$ cat src/rtl/uart_pkg.sv
// rtl/uart_pkg.sv - shared state type and parity-mode constants for the UART TX arbiter
package uart_pkg;

    typedef enum logic [2:0] {
        IDLE,
        START,
        DATA,
        PARITY,
        STOP
    } uart_tx_state_e;

    localparam logic PAR_MODE_EVEN = 1'b0;
    localparam logic PAR_MODE_ODD  = 1'b1;

endpackage

$ cat src/rtl/uart_baud_gen.sv
// rtl/uart_baud_gen.sv - bit-period counter 0..CLK_DIV-1, restarted by the frame start strobe
module uart_baud_gen #(
    parameter int CLK_DIV = 16
) (
    input  logic                       clk,
    input  logic                       rst,
    input  logic                       start,
    output logic [$clog2(CLK_DIV)-1:0] count,
    output logic                       bit_end
);

    localparam int CNT_W = $clog2(CLK_DIV);
    localparam logic [CNT_W-1:0] LAST = CNT_W'(CLK_DIV - 1);

    always_ff @(posedge clk) begin
        if (rst || start || (count == LAST)) begin
            count <= '0;
        end else begin
            count <= count + 1'b1;
        end
    end

    assign bit_end = (count == LAST);

endmodule

$ cat src/rtl/uart_tx_arbiter.sv
// rtl/uart_tx_arbiter.sv - round-robin arbiter that frames one requester byte at a time onto a UART TX line
module uart_tx_arbiter
    import uart_pkg::*;
#(
    parameter int NUM_REQ    = 4,
    parameter int DATA_WIDTH = 8,
    parameter int CLK_DIV    = 16,
    parameter int PARITY_EN  = 1,
    parameter int PARITY_ODD = 0,
    parameter int STOP_BITS  = 1
) (
    input  logic                          clk,
    input  logic                          rst,
    input  logic [NUM_REQ-1:0]            req_valid,
    input  logic [NUM_REQ*DATA_WIDTH-1:0] req_data,
    output logic [NUM_REQ-1:0]            req_ready,
    output logic                          tx,
    output logic                          busy,
    output logic [$clog2(NUM_REQ)-1:0]    grant_id,
    output logic                          frame_done
);

    localparam int ID_W  = $clog2(NUM_REQ);
    localparam int SUM_W = ID_W + 1;
    localparam int CNT_W = $clog2(CLK_DIV);
    localparam int IDX_W = $clog2(DATA_WIDTH + 1);
    localparam logic [IDX_W-1:0] LAST_DATA = IDX_W'(DATA_WIDTH - 1);
    localparam logic [IDX_W-1:0] LAST_STOP = IDX_W'(STOP_BITS - 1);
    localparam logic [CNT_W-1:0] PRE_END   = CNT_W'(CLK_DIV - 2);
    localparam logic [ID_W-1:0]  LAST_ID   = ID_W'(NUM_REQ - 1);
    localparam logic ODD_SEL = (PARITY_ODD != 0) ? PAR_MODE_ODD : PAR_MODE_EVEN;

    uart_tx_state_e         state;
    logic [ID_W-1:0]        rr_ptr;
    logic [DATA_WIDTH-1:0]  shreg;
    logic                   par_q;
    logic [IDX_W-1:0]       bit_idx;
    logic [CNT_W-1:0]       baud_cnt;
    logic                   bit_end;
    logic                   last_stop;
    logic                   window;
    logic                   found;
    logic                   accept;
    logic [ID_W-1:0]        winner;
    logic [DATA_WIDTH-1:0]  win_data;

    assign last_stop = (state == STOP) && (bit_idx == LAST_STOP);
    // Reset is folded into the window so no handshake is offered while rst is high.
    assign window    = !rst && ((state == IDLE) || (last_stop && bit_end));
    assign accept    = window && found;
    assign req_ready = accept ? (NUM_REQ'(1) << winner) : '0;

    always_comb begin
        logic [SUM_W-1:0] cand;
        cand   = '0;
        found  = 1'b0;
        winner = rr_ptr;
        for (int i = 0; i < NUM_REQ; i++) begin
            cand = {1'b0, rr_ptr} + SUM_W'(i);
            if (cand >= SUM_W'(NUM_REQ)) begin
                cand = cand - SUM_W'(NUM_REQ);
            end
            if (!found && req_valid[cand[ID_W-1:0]]) begin
                found  = 1'b1;
                winner = cand[ID_W-1:0];
            end
        end
    end

    always_comb begin
        win_data = '0;
        for (int i = 0; i < NUM_REQ; i++) begin
            if (winner == ID_W'(i)) begin
                win_data = req_data[i*DATA_WIDTH +: DATA_WIDTH];
            end
        end
    end

    uart_baud_gen #(
        .CLK_DIV (CLK_DIV)
    ) u_baud (
        .clk     (clk),
        .rst     (rst),
        .start   (accept),
        .count   (baud_cnt),
        .bit_end (bit_end)
    );

    always_ff @(posedge clk) begin
        if (rst) begin
            state      <= IDLE;
            tx         <= 1'b1;
            busy       <= 1'b0;
            grant_id   <= '0;
            frame_done <= 1'b0;
            rr_ptr     <= '0;
            shreg      <= '0;
            par_q      <= 1'b0;
            bit_idx    <= '0;
        end else begin
            // Registered pulse: armed one cycle early so it lands on the final stop cycle.
            frame_done <= last_stop && (baud_cnt == PRE_END);
            if (accept) begin
                state    <= START;
                tx       <= 1'b0;
                busy     <= 1'b1;
                grant_id <= winner;
                rr_ptr   <= (winner == LAST_ID) ? '0 : winner + 1'b1;
                shreg    <= win_data;
                par_q    <= (^win_data) ^ ODD_SEL;
                bit_idx  <= '0;
            end else if (bit_end) begin
                case (state)
                    START: begin
                        state   <= DATA;
                        tx      <= shreg[0];
                        shreg   <= shreg >> 1;
                        bit_idx <= '0;
                    end
                    DATA: begin
                        if (bit_idx == LAST_DATA) begin
                            bit_idx <= '0;
                            if (PARITY_EN != 0) begin
                                state <= PARITY;
                                tx    <= par_q;
                            end else begin
                                state <= STOP;
                                tx    <= 1'b1;
                            end
                        end else begin
                            tx      <= shreg[0];
                            shreg   <= shreg >> 1;
                            bit_idx <= bit_idx + 1'b1;
                        end
                    end
                    PARITY: begin
                        state   <= STOP;
                        tx      <= 1'b1;
                        bit_idx <= '0;
                    end
                    STOP: begin
                        if (last_stop) begin
                            state <= IDLE;
                            busy  <= 1'b0;
                            tx    <= 1'b1;
                        end else begin
                            bit_idx <= bit_idx + 1'b1;
                        end
                    end
                    default: begin
                        state <= IDLE;
                        tx    <= 1'b1;
                        busy  <= 1'b0;
                    end
                endcase
            end
        end
    end

endmodule

$ cat config.mk
export PLATFORM = sky130hd
export DESIGN_NAME = uart_tx_arbiter
export DESIGN_NICKNAME = d
export VERILOG_FILES = /design/src/rtl/uart_pkg.sv /design/src/rtl/uart_baud_gen.sv /design/src/rtl/uart_tx_arbiter.sv
export SDC_FILE = /design/constraint.sdc
export NUM_CORES = 1
export LEC_CHECK = 0
export ABC_CLOCK_PERIOD_IN_PS = 3700
export CAP_MARGIN = 25
export CORE_MARGIN = 3
export CORE_UTILIZATION = 48
export CTS_BUF_LIST = sky130_fd_sc_hd__clkbuf_16
export CTS_CLUSTER_DIAMETER = 120
export DETAILED_ROUTE_END_ITERATION = 6
export GPL_ROUTABILITY_DRIVEN = 0
export PLACE_DENSITY = 0.82
export SYNTH_ARGS = -nofsm -noshare
export SYNTH_HDL_FRONTEND = slang
export SYNTH_SLANG_ARGS = --single-unit
$ cat constraint.sdc
create_clock -name clk -period 3.7 [get_ports clk]
set_clock_uncertainty 0.05 [all_clocks]
set_input_delay 0.925 -clock clk [delete_from_list [all_inputs] [get_ports clk]]
set_output_delay 0.925 -clock clk [all_outputs]
set_load 0.02 [all_outputs]
# After elaboration in Yosys (flattened, before gate mapping)
# Cells that the tools add are included.
classes:
  n_mux: 47
  shifts: 1
  reduce_logical: 31
  n_addsub: 10
  eq_ne: 17
  magnitude_cmp: 8
ops:
  columns: ["operator", "count"]
  rows:
  - ["8-bit two-way mux", 7]
  - ["2-bit two-way mux", 9]
  - ["1-bit two-way mux", 17]
  - ["8-bit one-hot mux with 2 select lines", 1]
  - ["3-bit AND reduction", 5]
  - ["2-bit by 3-bit less-than comparator with 1-bit output, second input constant", 4]
  - ["4-bit two-way mux", 3]
  - ["3-bit one-hot mux with 4 select lines", 1]
  - ["4-bit one-hot mux with 3 select lines", 1]
  - ["3-bit greater-or-equal comparator, second input constant", 3]
  - ["3-bit != test, second input constant", 3]
  - ["4-bit by 1-bit adder with 4-bit output, second input constant", 2]
  - ["1-bit binary-select mux with 2-bit select", 4]
  - ["4-bit equality test, second input constant", 2]
  - ["1-bit logical AND", 8]
  - ["8-bit XOR reduction", 1]
  - ["2-bit by 1-bit subtractor with 2-bit output, second input constant", 4]
  - ["2-bit by 2-bit adder with 3-bit output, second input constant", 2]
  - ["3-bit by 2-bit equality test with 1-bit output, second input constant", 2]
  - ["3-bit two-way mux", 2]
  - ["2-bit != test, second input constant", 3]
  - ["3-bit nonzero test", 2]
  - ["2-bit equality test, second input constant", 2]
  - ["4-bit by 3-bit equality test with 1-bit output, second input constant", 1]
  - ["other kinds (19)", 25]
word_totals:
  output_inout_bits: 9
  reg_bits: 27
  word_cells: 125
  inputBits: 38

# Logic depth before layout (Yosys ltp)
# Gate-level depths: netlist (run 1).
depth:
  depth_word: 20
  mapped_depth: 15
  depth_no_buf: 13

# By module
# A second synthesis (run 1) with hierarchy kept.
hier_totals:
  hier_cells: 209
  hier_area_um2: 1767.9
by_module_without_submodules:
  columns: ["module", "n_inst", "cells_each", "seq_area_each_um2", "area_each_um2"]
  rows:
  - ["uart_tx_arbiter", 1, 193, 460.4, 1610.3]
  - ["uart_baud_gen", 1, 16, 80.1, 157.7]

# Worst setup path after synthesis (run 1)
# OpenSTA, ideal clock, no wires.
synth_timing:
  kind: "input to output"
  from: "in req_valid[0]"
  to: "out req_ready[3]"
  stages: 7
  required_ns: 2.725
  arrival_time_ns: 2.429
  path_buffers: 0
  setup_slack_ns: 0.296
  path_cell_list: "nor2b_1 -> a21oi_1 -> o32ai_1 -> a21oi_1 -> ha_1 -> inv_1 -> nor3_1"
synth_via:
  elab_chain_cells: 14
  elab_cells_between_ends: 25
  classes_between: "1 x shift; 17 x mux; 7 x reduce/logical"
synth_rtl:
  columns: ["element", "line", "source"]
  rows:
  - ["start, declared", "uart_tx_arbiter.sv:14", "input logic [NUM_REQ-1:0] req_valid,"]
  - ["1-bit binary-select mux with 2-bit select", "uart_tx_arbiter.sv:63", "if (!found && req_valid[cand[ID_W-1:0]]) begin"]
  - ["1-bit two-way mux (not written as such)", "uart_tx_arbiter.sv:63", null]
  - ["1-bit two-way mux", "uart_tx_arbiter.sv:63", null]
  - ["1-bit logical NOT", "uart_tx_arbiter.sv:63", null]
  - ["1-bit logical AND", "uart_tx_arbiter.sv:63", null]
  - ["1-bit two-way mux", "uart_tx_arbiter.sv:63", null]
  - ["1-bit logical NOT", "uart_tx_arbiter.sv:63", null]
  - ["1-bit logical AND", "uart_tx_arbiter.sv:63", null]
  - ["1-bit two-way mux", "uart_tx_arbiter.sv:63", null]
  - ["1-bit logical NOT", "uart_tx_arbiter.sv:63", null]
  - ["1-bit logical AND", "uart_tx_arbiter.sv:63", null]
  - ["2-bit two-way mux (*)", "uart_tx_arbiter.sv:63", null]
  - ["via winner[0]", "uart_tx_arbiter.sv:44", "logic [ID_W-1:0] winner;"]
  - ["1-bit by 2-bit << shifter with 4-bit output (*)", "uart_tx_arbiter.sv:51", "assign req_ready = accept ? (NUM_REQ'(1) << winner) : '0;"]
  - ["4-bit two-way mux (*)", "uart_tx_arbiter.sv:51", null]
  - ["end, declared", "uart_tx_arbiter.sv:16", "output logic [NUM_REQ-1:0] req_ready,"]
# The timed path passes the listed nets; every way through them passes the cells marked *. The select of a mux whose other input is x is not followed.

# Worst setup path in the final report (run 1)
layout_timing:
  from: "in req_valid[1]"
  to: "out req_ready[2]"
# Same word-level chain as after synthesis.

==> results of run 1 <==
[synth_stat cells, types with 4 or more instances]
cell type / count
nand3_1: 6
o21ai_0: 9
a21oi_1: 27
dfxtp_1: 27
a22oi_1: 14
nor2b_1: 4
o22ai_1: 9
ha_1: 8
xnor2_1: 9
inv_1: 12
nand2_1: 24
nor2_1: 16
[state kept, by name, indices dropped and copies added, names as in the netlist]
| signal | cells |
|---|---|
| u_baud.count | 4 |
| busy | 1 |
| grant_id | 2 |
| tx | 1 |
| rr_ptr | 2 |
| shreg | 8 |
| par_q | 1 |
| state | 3 |
| frame_done | 1 |
| bit_idx | 4 |
[repair_timing]
item	CTS	global route
setup endpoints to repair	4	5
pin swaps	0	5
resized for setup	18	6
endpoints found under the hold margin	0	0
[layer usage]
layer / global-route usage (%) / wire length, um
met3: 3.99 / 151
met5: 0 / 0
met4: 6.33 / 21
met2: 39.2 / 2200
met1: 22.9 / 1730
[layout make-up]
type / instances / area (um^2)
Multi-Input combinational cell: 161 / 1050
Fill cell: 254 / 769
Timing Repair Buffer: 72 / 637
Sequential cell: 27 / 541
Clock buffer: 3 / 75.1
Tap cell: 44 / 55.1
Inverter: 13 / 48.8
Clock inverter: 1 / 5.00
[placed cells by master, fill, tap and decap left out, drive strengths merged, types with 2 or more instances in the layout]
cell           instances
nand3                  6
ha                     8
o21ai                  9
clkdlybuf4s50         40
a22oi                 15
a21oi                 28
nand2                 24
a21o                   2
o32ai                  2
dfxtp                 27
clkinv                 2
and3                   2
buf                   30
inv                   12
and2                   3
o22ai                  9
nor3                   3
o211ai                 2
xnor2                  9
nor2                  17
o41ai                  2
nor2b                  5
nor3b                  3
clkbuf                 3
[power breakdown]
| part | leakage (uW) | total [uW] | internal, uW | switching, uW |
|---|---|---|---|---|
| sequential | 0.000221 | 343 | 321 | 22.2 |
| combinational | 0.000688 | 521 | 288 | 233 |
| clock | 0.0000409 | 240 | 146 | 94.5 |
[stage by stage]
step	setup TNS, ps	worst slack [ps]	hold slack, ps	utilization, %	total power, uW
2_1_floorplan	0	296	380	-	670
3_3_place_gp	-1640	-398	392	73.1	854
3_5_place_dp	-1910	-435	400	73.1	864
4_1_cts	0	8.98	409	75.4	1110
5_1_grt	-3.92	-3.92	433	75.8	1180
6_report	0	118	407	75.8	1100
[worst min path at each step]
stage                      endpoint  slack (ps)
floorplan           u_baud.count[0]         380
global placement           shreg[4]         390
detailed placement         shreg[6]         400
CTS                        shreg[6]         410
global route               shreg[6]         430
finish                     shreg[3]         410
[logic make-up (layout without fill, tap and decap cells)]
family / after synthesis / after routing / share of synthesized area, %
AO/OA/AOI/OAI: 75 / 75 / 30.1
XOR/XNOR: 10 / 10 / 5.25
adder cells (fa/ha/maj): 8 / 8 / 6.00
buffers and inverters: 21 / 89 / 6.22
flip-flops: 27 / 27 / 32.4
AND/OR/NAND/NOR: 68 / 68 / 20.1
[critical path, stage by stage]
cell,delay [ps]
clkdlybuf4s50_1,480
inv_1,70
a21oi_1,180
o32ai_2,120
a21oi_2,150
buf_4,140
inv_1,50
ha_1,210
and2_1,140
buf_2,150
==> run summary, run 1 <==
R2r setup slk - 970 ps
Via-per-instance ratio - 5.39
Dominant cells by area after synthesis - dfxtp_1, a21oi_1, a22oi_1
Post-route ant nets - 0
PwrDens - 459 nW/um^2
Setup crit start kind - input pin
H-Tree Depth - 1
Maxcap violations - 0
Seq/Total Area, Yosys - 32.4%
DP Wirelength - 3220 um
Ratio of cells with drive above 1 in the final layout - 17.3%
Die width - 65.0 um
IO Port Bufs - 46
Reg2Reg Depth - 15
Final hold viol count - 0
Avg WL per Cell - 12.8 um
Hold-fix buffers, CTS - 0
P&R area growth vs syn - 44.3%
Syn nets - 255
Top FF cell, synth - dfxtp_1
Hold Path Class - reg -> reg
Die H - 65.0 um
Crit path from - req_valid[1]
Worst Tran Pin Value - 551 ps
Drt pass-1 iters - 4
WL final - 4100 um
First-pass GRT wire length - 6840 um
Vias post-DR - 1730
Initial Util - 52.5%
Vias in the first global route - 1610
TritonCTS clock tree - built
Drt initial violations - 135
Post CTS Setup Buffer Count - 0
Slew headroom - 63.1%
Yosys cell types - 45
YS warnings - 0
Final Max Tran Viols - 0
Pleak - 0.000950 uW
Placed inst area - 2320 um^2
Number of flops mapped to enable cells by yosys - 0
Asr flop ratio synth - 0%
Core footprint - 3180 um^2
Row count - 20
Top-area cell type share of the netlist area - 32.4%
# IOs - 47
Total CTS buffers - 3
Crit Path Class - in -> out
Origin of the worst min-delay path - shreg[3]
CP arrival - 2610 ps
Hold path depth - 2
End of the critical path - req_ready[2]
All-Layer GR Usage - 20.7%
Max Freq - 0.279 GHz
Critical R2R Capture - par_q
Inst Count DP - 317
Initial antenna violation count - 0
CTS Buffer Depth - 2
Largest net degree at the start of global routing - 20
Peak VDD IR - 0.000313 V
Tcrit/Tclk final - 96.8%
#FFs+latches synth - 27
Net total in the final layout - 324
Status - complete, no violations
Crit Path Max Fanout - 3
Remaining Overflow, GRT - 0
Worst-Skew Late Latency - 260 ps
Reg2reg start - rr_ptr[0]
Fin area - 2410 um^2
# diodes - 0
Die ar. - 4220 um^2
Final Instance Count excl. Fillers - 321
Clk sinks - 27
Setup violations, final - 0
Root buffer selected by CTS - clkbuf_16
Avg Inst Size Synth - 7.99 um^2
Required @ worst endpoint - 2720 ps
Fin crit period - 3580 ps
Crit. End Element - output pin
Post-synth top area cell - dfxtp_1
DRC viols - 0
Synthesized instance count - 209
Clock slew at reported path FFs - 60 ps
Cell Area, Synth - 1670 um^2
No activity file was read; power rests on OpenSTA's default activity.
==> run 2, diff against run 1 <==
--- a/config.mk
+++ b/config.mk
@@ -13,7 +13,7 @@
 export CTS_CLUSTER_DIAMETER = 120
 export DETAILED_ROUTE_END_ITERATION = 6
 export GPL_ROUTABILITY_DRIVEN = 0
-export PLACE_DENSITY = 0.82
+export PLACE_DENSITY = 0.77
 export SYNTH_ARGS = -nofsm -noshare
 export SYNTH_HDL_FRONTEND = slang
 export SYNTH_SLANG_ARGS = --single-unit
==> run 2 against run 1 <==
Net effect:
- total power fell by 0.71%
- via count barely moved
- sequential share of layout area rose by 0.19 points
- utilization fell by 0.63 points
- cell count fell by 1.2%
- critical path depth did not move
- combinational power fell by 3%
- hold slack got worse by 1.9 ps
==> run summary, run 2 (synthesis gave the netlist of run 1 again) <==
Status - complete, no violations (unchanged)
Top reg by flops - shreg (unchanged)
Maxcap violations - 0 (unchanged)
Inst Count DP - 313 (was 317)
Setup crit start kind - input pin (unchanged)
R2r setup slk - 970 ps (about the same)
Fin crit period - 3570 ps (was 3580 ps)
Critical R2R Capture - par_q (unchanged)
Final Instance Count excl. Fillers - 317 (was 321)
Max Freq - 0.280 GHz (was 0.279 GHz)
Worst Tran Pin Value - 548 ps (was 551 ps)
Cell family with most CP delay - buffers and inverters (unchanged)
Row count - 20 (unchanged)
Remaining Overflow, GRT - 0 (unchanged)
Reg2Reg Depth - 14 (was 15)
Top Registers - shreg: 8 flops, bit_idx: 4 flops, u_baud.count: 4 flops (unchanged)
Worst-Skew Late Latency - 270 ps (was 260 ps)
# IOs - 47 (unchanged)
Ratio of cells with drive above 1 in the final layout - 16.8% (was 17.3%)
Net total in the final layout - 320 (was 324)
Setup violations, final - 0 (unchanged)
Clock slew at reported path FFs - 60 ps (about the same)
P&R area growth vs syn - 43.1% (was 44.3%)
All-Layer GR Usage - 20.4% (was 20.7%)
DRC viols - 0 (unchanged)
Die ar. - 4220 um^2 (unchanged)
Number of fillers in the final layout - 243 (was 254)
CTS Buffer Depth - 2 (unchanged)
Max FFs per register - 8 (unchanged)
Tcrit/Tclk final - 96.4% (was 96.8%)
Hold Path Class - reg -> reg (unchanged)
Place WS - -403 ps (was -435 ps)
Worst path cell trace - clkdlybuf4s50_1, inv_1, a21oi_1, o32ai_2, a21oi_2, buf_4, inv_1, ha_1, and2_1, buf_2 (unchanged)
Most common cell after layout, fill and taps aside - clkdlybuf4s50_1 (unchanged)
End of the critical path - req_ready[0] (was req_ready[2])
Drt pass-1 iters - 5 (was 4)
Buf+Inv Stages, Crit Path - 5 (unchanged)
IO Port Bufs - 46 (unchanged)
Via-per-instance ratio - 5.46 (was 5.39)
Slew headroom - 63.3% (was 63.1%)
Worst path max stage delay - 470 ps (was 480 ps)
Total CTS buffers - 3 (unchanged)
Crit path from - req_valid[1] (unchanged)
Core footprint - 3180 um^2 (unchanged)
Largest net degree at the start of global routing - 20 (unchanged)
TritonCTS clock tree - built (unchanged)
Final Core Density - 75.2% (was 75.8%)
Crit Path Class - in -> out (unchanged)
Die width - 65.0 um (unchanged)
Initial Util - 52.5% (unchanged)
First-pass GRT wire length - 6840 um (about the same)
Setup ws final - 132 ps (was 118 ps)
WL final - 4310 um (was 4100 um)
Initial antenna violation count - 0 (unchanged)
Required @ worst endpoint - 2720 ps (about the same)
Post-route ant nets - 0 (unchanged)
Die H - 65.0 um (unchanged)
Hold-fix buffers, CTS - 0 (unchanged)
Crit Path Max Fanout - 3 (unchanged)
Post CTS Setup Buffer Count - 0 (unchanged)
H-Tree Depth - 1 (unchanged)
DP Wirelength - 3180 um (was 3220 um)
Pleak - 0.000926 uW (was 0.000950 uW)
Clk sinks - 27 (unchanged)
Reg2reg start - rr_ptr[0] (unchanged)
Drt initial violations - 123 (was 135)
Vias post-DR - 1731 (was 1730)
Crit. End Element - output pin (unchanged)
Final Max Tran Viols - 0 (unchanged)
Avg WL per Cell - 13.6 um (was 12.8 um)
CP arrival - 2590 ps (was 2610 ps)
Final hold viol count - 0 (unchanged)
Peak VDD IR - 0.000289 V (was 0.000313 V)
Crit. path cell count - 10 (unchanged)
Root buffer selected by CTS - clkbuf_16 (unchanged)
Most frequent CP cell - inv_1 (unchanged)
PwrDens - 459 nW/um^2 (about the same)
Slowest CP cell - clkdlybuf4s50_1 (unchanged)
Vias in the first global route - 1658 (was 1610)
Commonest non-fill, non-tap cells in the layout - clkdlybuf4s50_1, dfxtp_1, a21oi_1 (was clkdlybuf4s50_1, dfxtp_1, buf_4)
# diodes - 0 (unchanged)
## run 2: how the worst min path moves through the flow
stage | start | endpoint | slack (ps) | depth (start not counted)
3_3_place_gp | shreg[4] | shreg[4] | 390 | 2
5_1_grt | shreg[5] | shreg[5] | 420 | 2
3_5_place_dp | shreg[3] | shreg[3] | 400 | 2
2_1_floorplan | u_baud.count[0] | u_baud.count[0] | 380 | 1
6_report | shreg[3] | shreg[3] | 410 | 2
4_1_cts | shreg[3] | shreg[3] | 410 | 2
## run 2: cell type report
cell class | count | area (um^2) | share of cell area (%)
Multi-Input combinational cell | 161 | 1050 | 44.1
Timing Repair Buffer | 68 | 609 | 25.5
Sequential cell | 27 | 541 | 22.6
Clock buffer | 3 | 75.1 | 3.14
Tap cell | 44 | 55.1 | 2.30
Inverter | 13 | 48.8 | 2.04
Clock inverter | 1 | 7.51 | 0.314
## run 2: tightest hold or removal path, stage by stage, from the launching register on
cell     delay, ps
dfxtp_1        310
nand2_1         50
a21oi_1         50
## run 2: through the flow
stage | setup TNS (ps) | hold WS (ps) | cell area, um^2 | total power (uW)
global route | -2.90 | 420 | 2390 | 1160
floorplan | 0 | 380 | 1670 | 670
global placement | -1670 | 392 | 2290 | 835
finish | 0 | 405 | 2390 | 1100
CTS | 0 | 408 | 2370 | 1090
detailed placement | -2100 | 398 | 2290 | 842
## run 2: routing by layer
layer  wire length, um  part of all wire [%]  global-route usage (%)
met1              1870                    43                    24.6
met3               183                   4.2                    3.29
met2              2220                    52                    36.9
met4                32                  0.74                    5.80
met5                 0                     0                       0
## run 2: power by group
part	internal, uW	switching [uW]
clock	147	103
combinational	272	232
sequential	321	21.6
## run 2: timing repair
| item | 4_1_cts | 5_1_grt |
|---|---|---|
| resized for setup | 19 | 8 |
| endpoints found under the setup margin | 5 | 5 |
| pin swaps | 0 | 2 |
| hold endpoints to repair | 0 | 0 |
==> run 3, diff against run 2 <==
--- a/config.mk
+++ b/config.mk
@@ -13,7 +13,8 @@
 export CTS_CLUSTER_DIAMETER = 120
 export DETAILED_ROUTE_END_ITERATION = 6
 export GPL_ROUTABILITY_DRIVEN = 0
-export PLACE_DENSITY = 0.77
+export PLACE_DENSITY = 0.76
 export SYNTH_ARGS = -nofsm -noshare
 export SYNTH_HDL_FRONTEND = slang
+export SYNTH_HIERARCHICAL = 1
 export SYNTH_SLANG_ARGS = --single-unit
==> run 3 against run 2 <==
Net effect:
- setup slack lost 8.9 ps
- largest cell class unchanged
- combinational power rose by 9.5%
- sequential power grew 3%
- die area increased by 5.4%
- sequential share of layout area is 0.66 points lower
- clock power down 2%
- hold slack gained 3.3 ps
- critical path type unchanged
- utilization decreased by 3.7 points
- synthesized area up 5.9%
- total power up 4.8%
- non-clock buffer count unchanged
- register-to-register slack got worse by 190 ps
==> run summary, run 3 <==
Hold Path End - shreg[5] (was shreg[3])
Avg Inst Size Synth - 8.46 um^2 (was 7.99 um^2)
Root buffer selected by CTS - clkbuf_16 (unchanged)
Reg2reg start - rr_ptr[1] (was rr_ptr[0])
Vias in the first global route - 1711 (was 1658)
Drt initial violations - 51 (was 123)
Post-synth top area cell - dfxtp_1 (unchanged)
Dominant cells by area after synthesis - dfxtp_1, a21oi_1, a22oi_1 (unchanged)
Top reg by flops - shreg (unchanged)
Top Registers - shreg: 8 flops, bit_idx: 4 flops, u_baud/count: 4 flops (was shreg: 8 flops, bit_idx: 4 flops, u_baud.count: 4 flops)
WL final - 4300 um (was 4310 um)
Number of fillers in the final layout - 277 (was 243)
Final Instance Count excl. Fillers - 317 (unchanged)
Most common cell after layout, fill and taps aside - clkdlybuf4s50_1 (unchanged)
Setup repair after global routing missed its margin - false
Core footprint - 3440 um^2 (was 3180 um^2)
DRC viols - 0 (unchanged)
# diodes - 0 (unchanged)
Max Freq - 0.280 GHz (about the same)
Setup ws final - 124 ps (was 132 ps)
Pleak - 0.000957 uW (was 0.000926 uW)
Ratio of cells with drive above 1 in the final layout - 18.8% (was 16.8%)
Origin of the worst min-delay path - shreg[5] (was shreg[3])
Worst Tran Pin Value - 466 ps (was 548 ps)
Required @ worst endpoint - 2720 ps (about the same)
Crit. End Element - output pin (unchanged)
Clock slew at reported path FFs - 60 ps (about the same)
Die width - 66.7 um (was 65.0 um)
Multi-input gate area - 1130 um^2 (was 1050 um^2)
Remaining Overflow, GRT - 0 (unchanged)
Final Max Tran Viols - 0 (unchanged)
Clock Power Share - 21.3% (was 22.8%)
Net total in the final layout - 317 (was 320)
Post-route ant nets - 0 (unchanged)
Via-per-instance ratio - 5.38 (was 5.46)
Hold path depth - 2 (unchanged)
Crit Path Class - in -> out (unchanged)
Reg2Reg Depth - 15 (was 14)
Peak VDD IR - 0.000307 V (was 0.000289 V)
Asr flop ratio synth - 0% (unchanged)
Fin crit period - 3580 ps (was 3570 ps)
Commonest non-fill, non-tap cells in the layout - clkdlybuf4s50_1, dfxtp_1, buf_4 (was clkdlybuf4s50_1, dfxtp_1, a21oi_1)
Row count - 21 (was 20)
Tcrit/Tclk final - 96.7% (was 96.4%)
Most numerous cell in the Yosys netlist - dfxtp_1
Power consumption - 1150 uW (was 1100 uW)
DP Wirelength - 3330 um (was 3180 um)
Number of flops mapped to enable cells by yosys - 0 (unchanged)
CP arrival - 2600 ps (was 2590 ps)
Place WS - -269 ps (was -403 ps)
Status - complete, no violations (unchanged)
Sw Pwr - 377 uW (was 357 uW)
#FFs+latches synth - 27 (unchanged)
Yosys cell types - 52 (was 45)
Seq/Total Area, Yosys - 30.6% (was 32.4%)
Avg WL per Cell - 13.6 um (about the same)
Max FFs per register - 8 (unchanged)
Die H - 66.7 um (was 65.0 um)
TritonCTS clock tree - built (unchanged)
Top-area cell type share of the netlist area - 30.6% (was 32.4%)
Drt pass-1 iters - 4 (was 5)
Final hold viol count - 0 (unchanged)
IO Port Bufs - 46 (unchanged)
Slew headroom - 68.9% (was 63.3%)
Synth cell count leaders - dfxtp_1, a21oi_1, nor2_1 (was a21oi_1, dfxtp_1, nand2_1)
All-Layer GR Usage - 20.9% (was 20.4%)
# IOs - 47 (unchanged)
Initial Util - 51.4% (was 52.5%)
Clk sinks - 27 (unchanged)
First-pass GRT wire length - 7310 um (was 6840 um)
Seq pwr share - 30.6% (was 31.2%)
CTS Buffer Depth - 2 (unchanged)
Worst-Skew Late Latency - 260 ps (was 270 ps)
Maxcap violations - 0 (unchanged)
Internal Power - 772 uW (was 740 uW)
P&R area growth vs syn - 39.1% (was 43.1%)
Largest net degree at the start of global routing - 21 (was 20)
Hold Path Class - reg -> reg (unchanged)
Syn nets - 254 (was 255)
Setup crit start kind - input pin (unchanged)
Inst Count DP - 312 (was 313)
YS warnings - 6 (was 0)
Vias post-DR - 1706 (was 1731)
Top FF cell, synth - dfxtp_1 (unchanged)
Crit Path Max Fanout - 4 (was 3)
Hold WS - 408 ps (was 405 ps)
Setup violations, final - 0 (unchanged)
Comb pwr share - 48.0% (was 46.0%)
Sw Share - 32.8% (was 32.6%)
Critical R2R Capture - par_q (unchanged)
H-Tree Depth - 1 (unchanged)
Cell Area, Synth - 1770 um^2 (was 1670 um^2)
Initial antenna violation count - 0 (unchanged)
Synthesized instance count - 209 (unchanged)
R2r setup slk - 780 ps (was 970 ps)
PwrDens - 467 nW/um^2 (was 459 nW/um^2)
Reg area - 541 um^2 (unchanged)
Die ar. - 4450 um^2 (was 4220 um^2)
Total CTS buffers - 3 (unchanged)
Final Core Density - 71.5% (was 75.2%)
## run 3: what timing repair did
action | CTS | global route
hold buffers | 0 | 0
pin swaps | 1 | 0
setup buffers | 1 | 0
setup endpoints to repair | 5 | 2
gates resized for setup | 12 | 3
endpoints found under the hold margin | 0 | 0
## run 3: layer usage
metal	wire length, um	GRT usage [%]
met4	38	5.58
met2	2270	37.9
met3	112	3.54
met1	1880	25.1
met5	0	0
## run 3: worst max path at each step
stage          cells after the start          from      endpoint  slack, ps
5_1_grt                           10  req_valid[2]  req_ready[1]         20
3_3_place_gp                       8  req_valid[3]  req_ready[1]       -240
6_report                          10  req_valid[0]  req_ready[1]        120
2_1_floorplan                      6  req_valid[0]  req_ready[1]        450
4_1_cts                           10  req_valid[2]  req_ready[1]        120
3_5_place_dp                      14  req_valid[0]         par_q       -270
## run 3: final cells by class
| class | instances | area share, % |
|---|---|---|
| Tap cell | 46 | 2.34 |
| Clock buffer | 3 | 3.05 |
| Multi-Input combinational cell | 162 | 45.9 |
| Timing Repair Buffer | 68 | 25.0 |
| Sequential cell | 27 | 22.0 |
| Inverter | 10 | 1.53 |
| Clock inverter | 1 | 0.203 |
## run 3: stage by stage
step	setup TNS (ps)	area, um^2
6_report	0	2460
5_1_grt	0	2460
4_1_cts	0	2460
3_5_place_dp	-1220	2370
3_3_place_gp	-1130	2370
2_1_floorplan	0	1770
## run 3: logic make-up (layout without fill, tap and decap cells)
kind of cell	after synthesis	after routing	share of synthesized area, %
AOI/OAI and AO/OA	68	68	27.5
adders and majority gates	7	7	4.95
muxes	5	5	2.90
DFF	27	27	30.6
xor gates and xnor gates	9	9	4.46
and+or+nand+nor	73	73	23.5
buffers and inverters	20	82	6.16
## run 3: critical path, stage by stage
cell and delay, ps:
dlygate4sd2_1 270, nand2_1 80, nor2_1 50, o41ai_2 340, buf_4 170, buf_4 110, inv_1 50, ha_1 180
and2_1 130, clkdlybuf4s15_1 280
## run 3: power groups by stage
stage	Sequential, uW	Clock, uW	Combinational, uW
CTS	352	248	554
global route	357	259	610
floorplan	355	0	360
global placement	356	0	539
detailed placement	358	0	548
finish	352	245	552
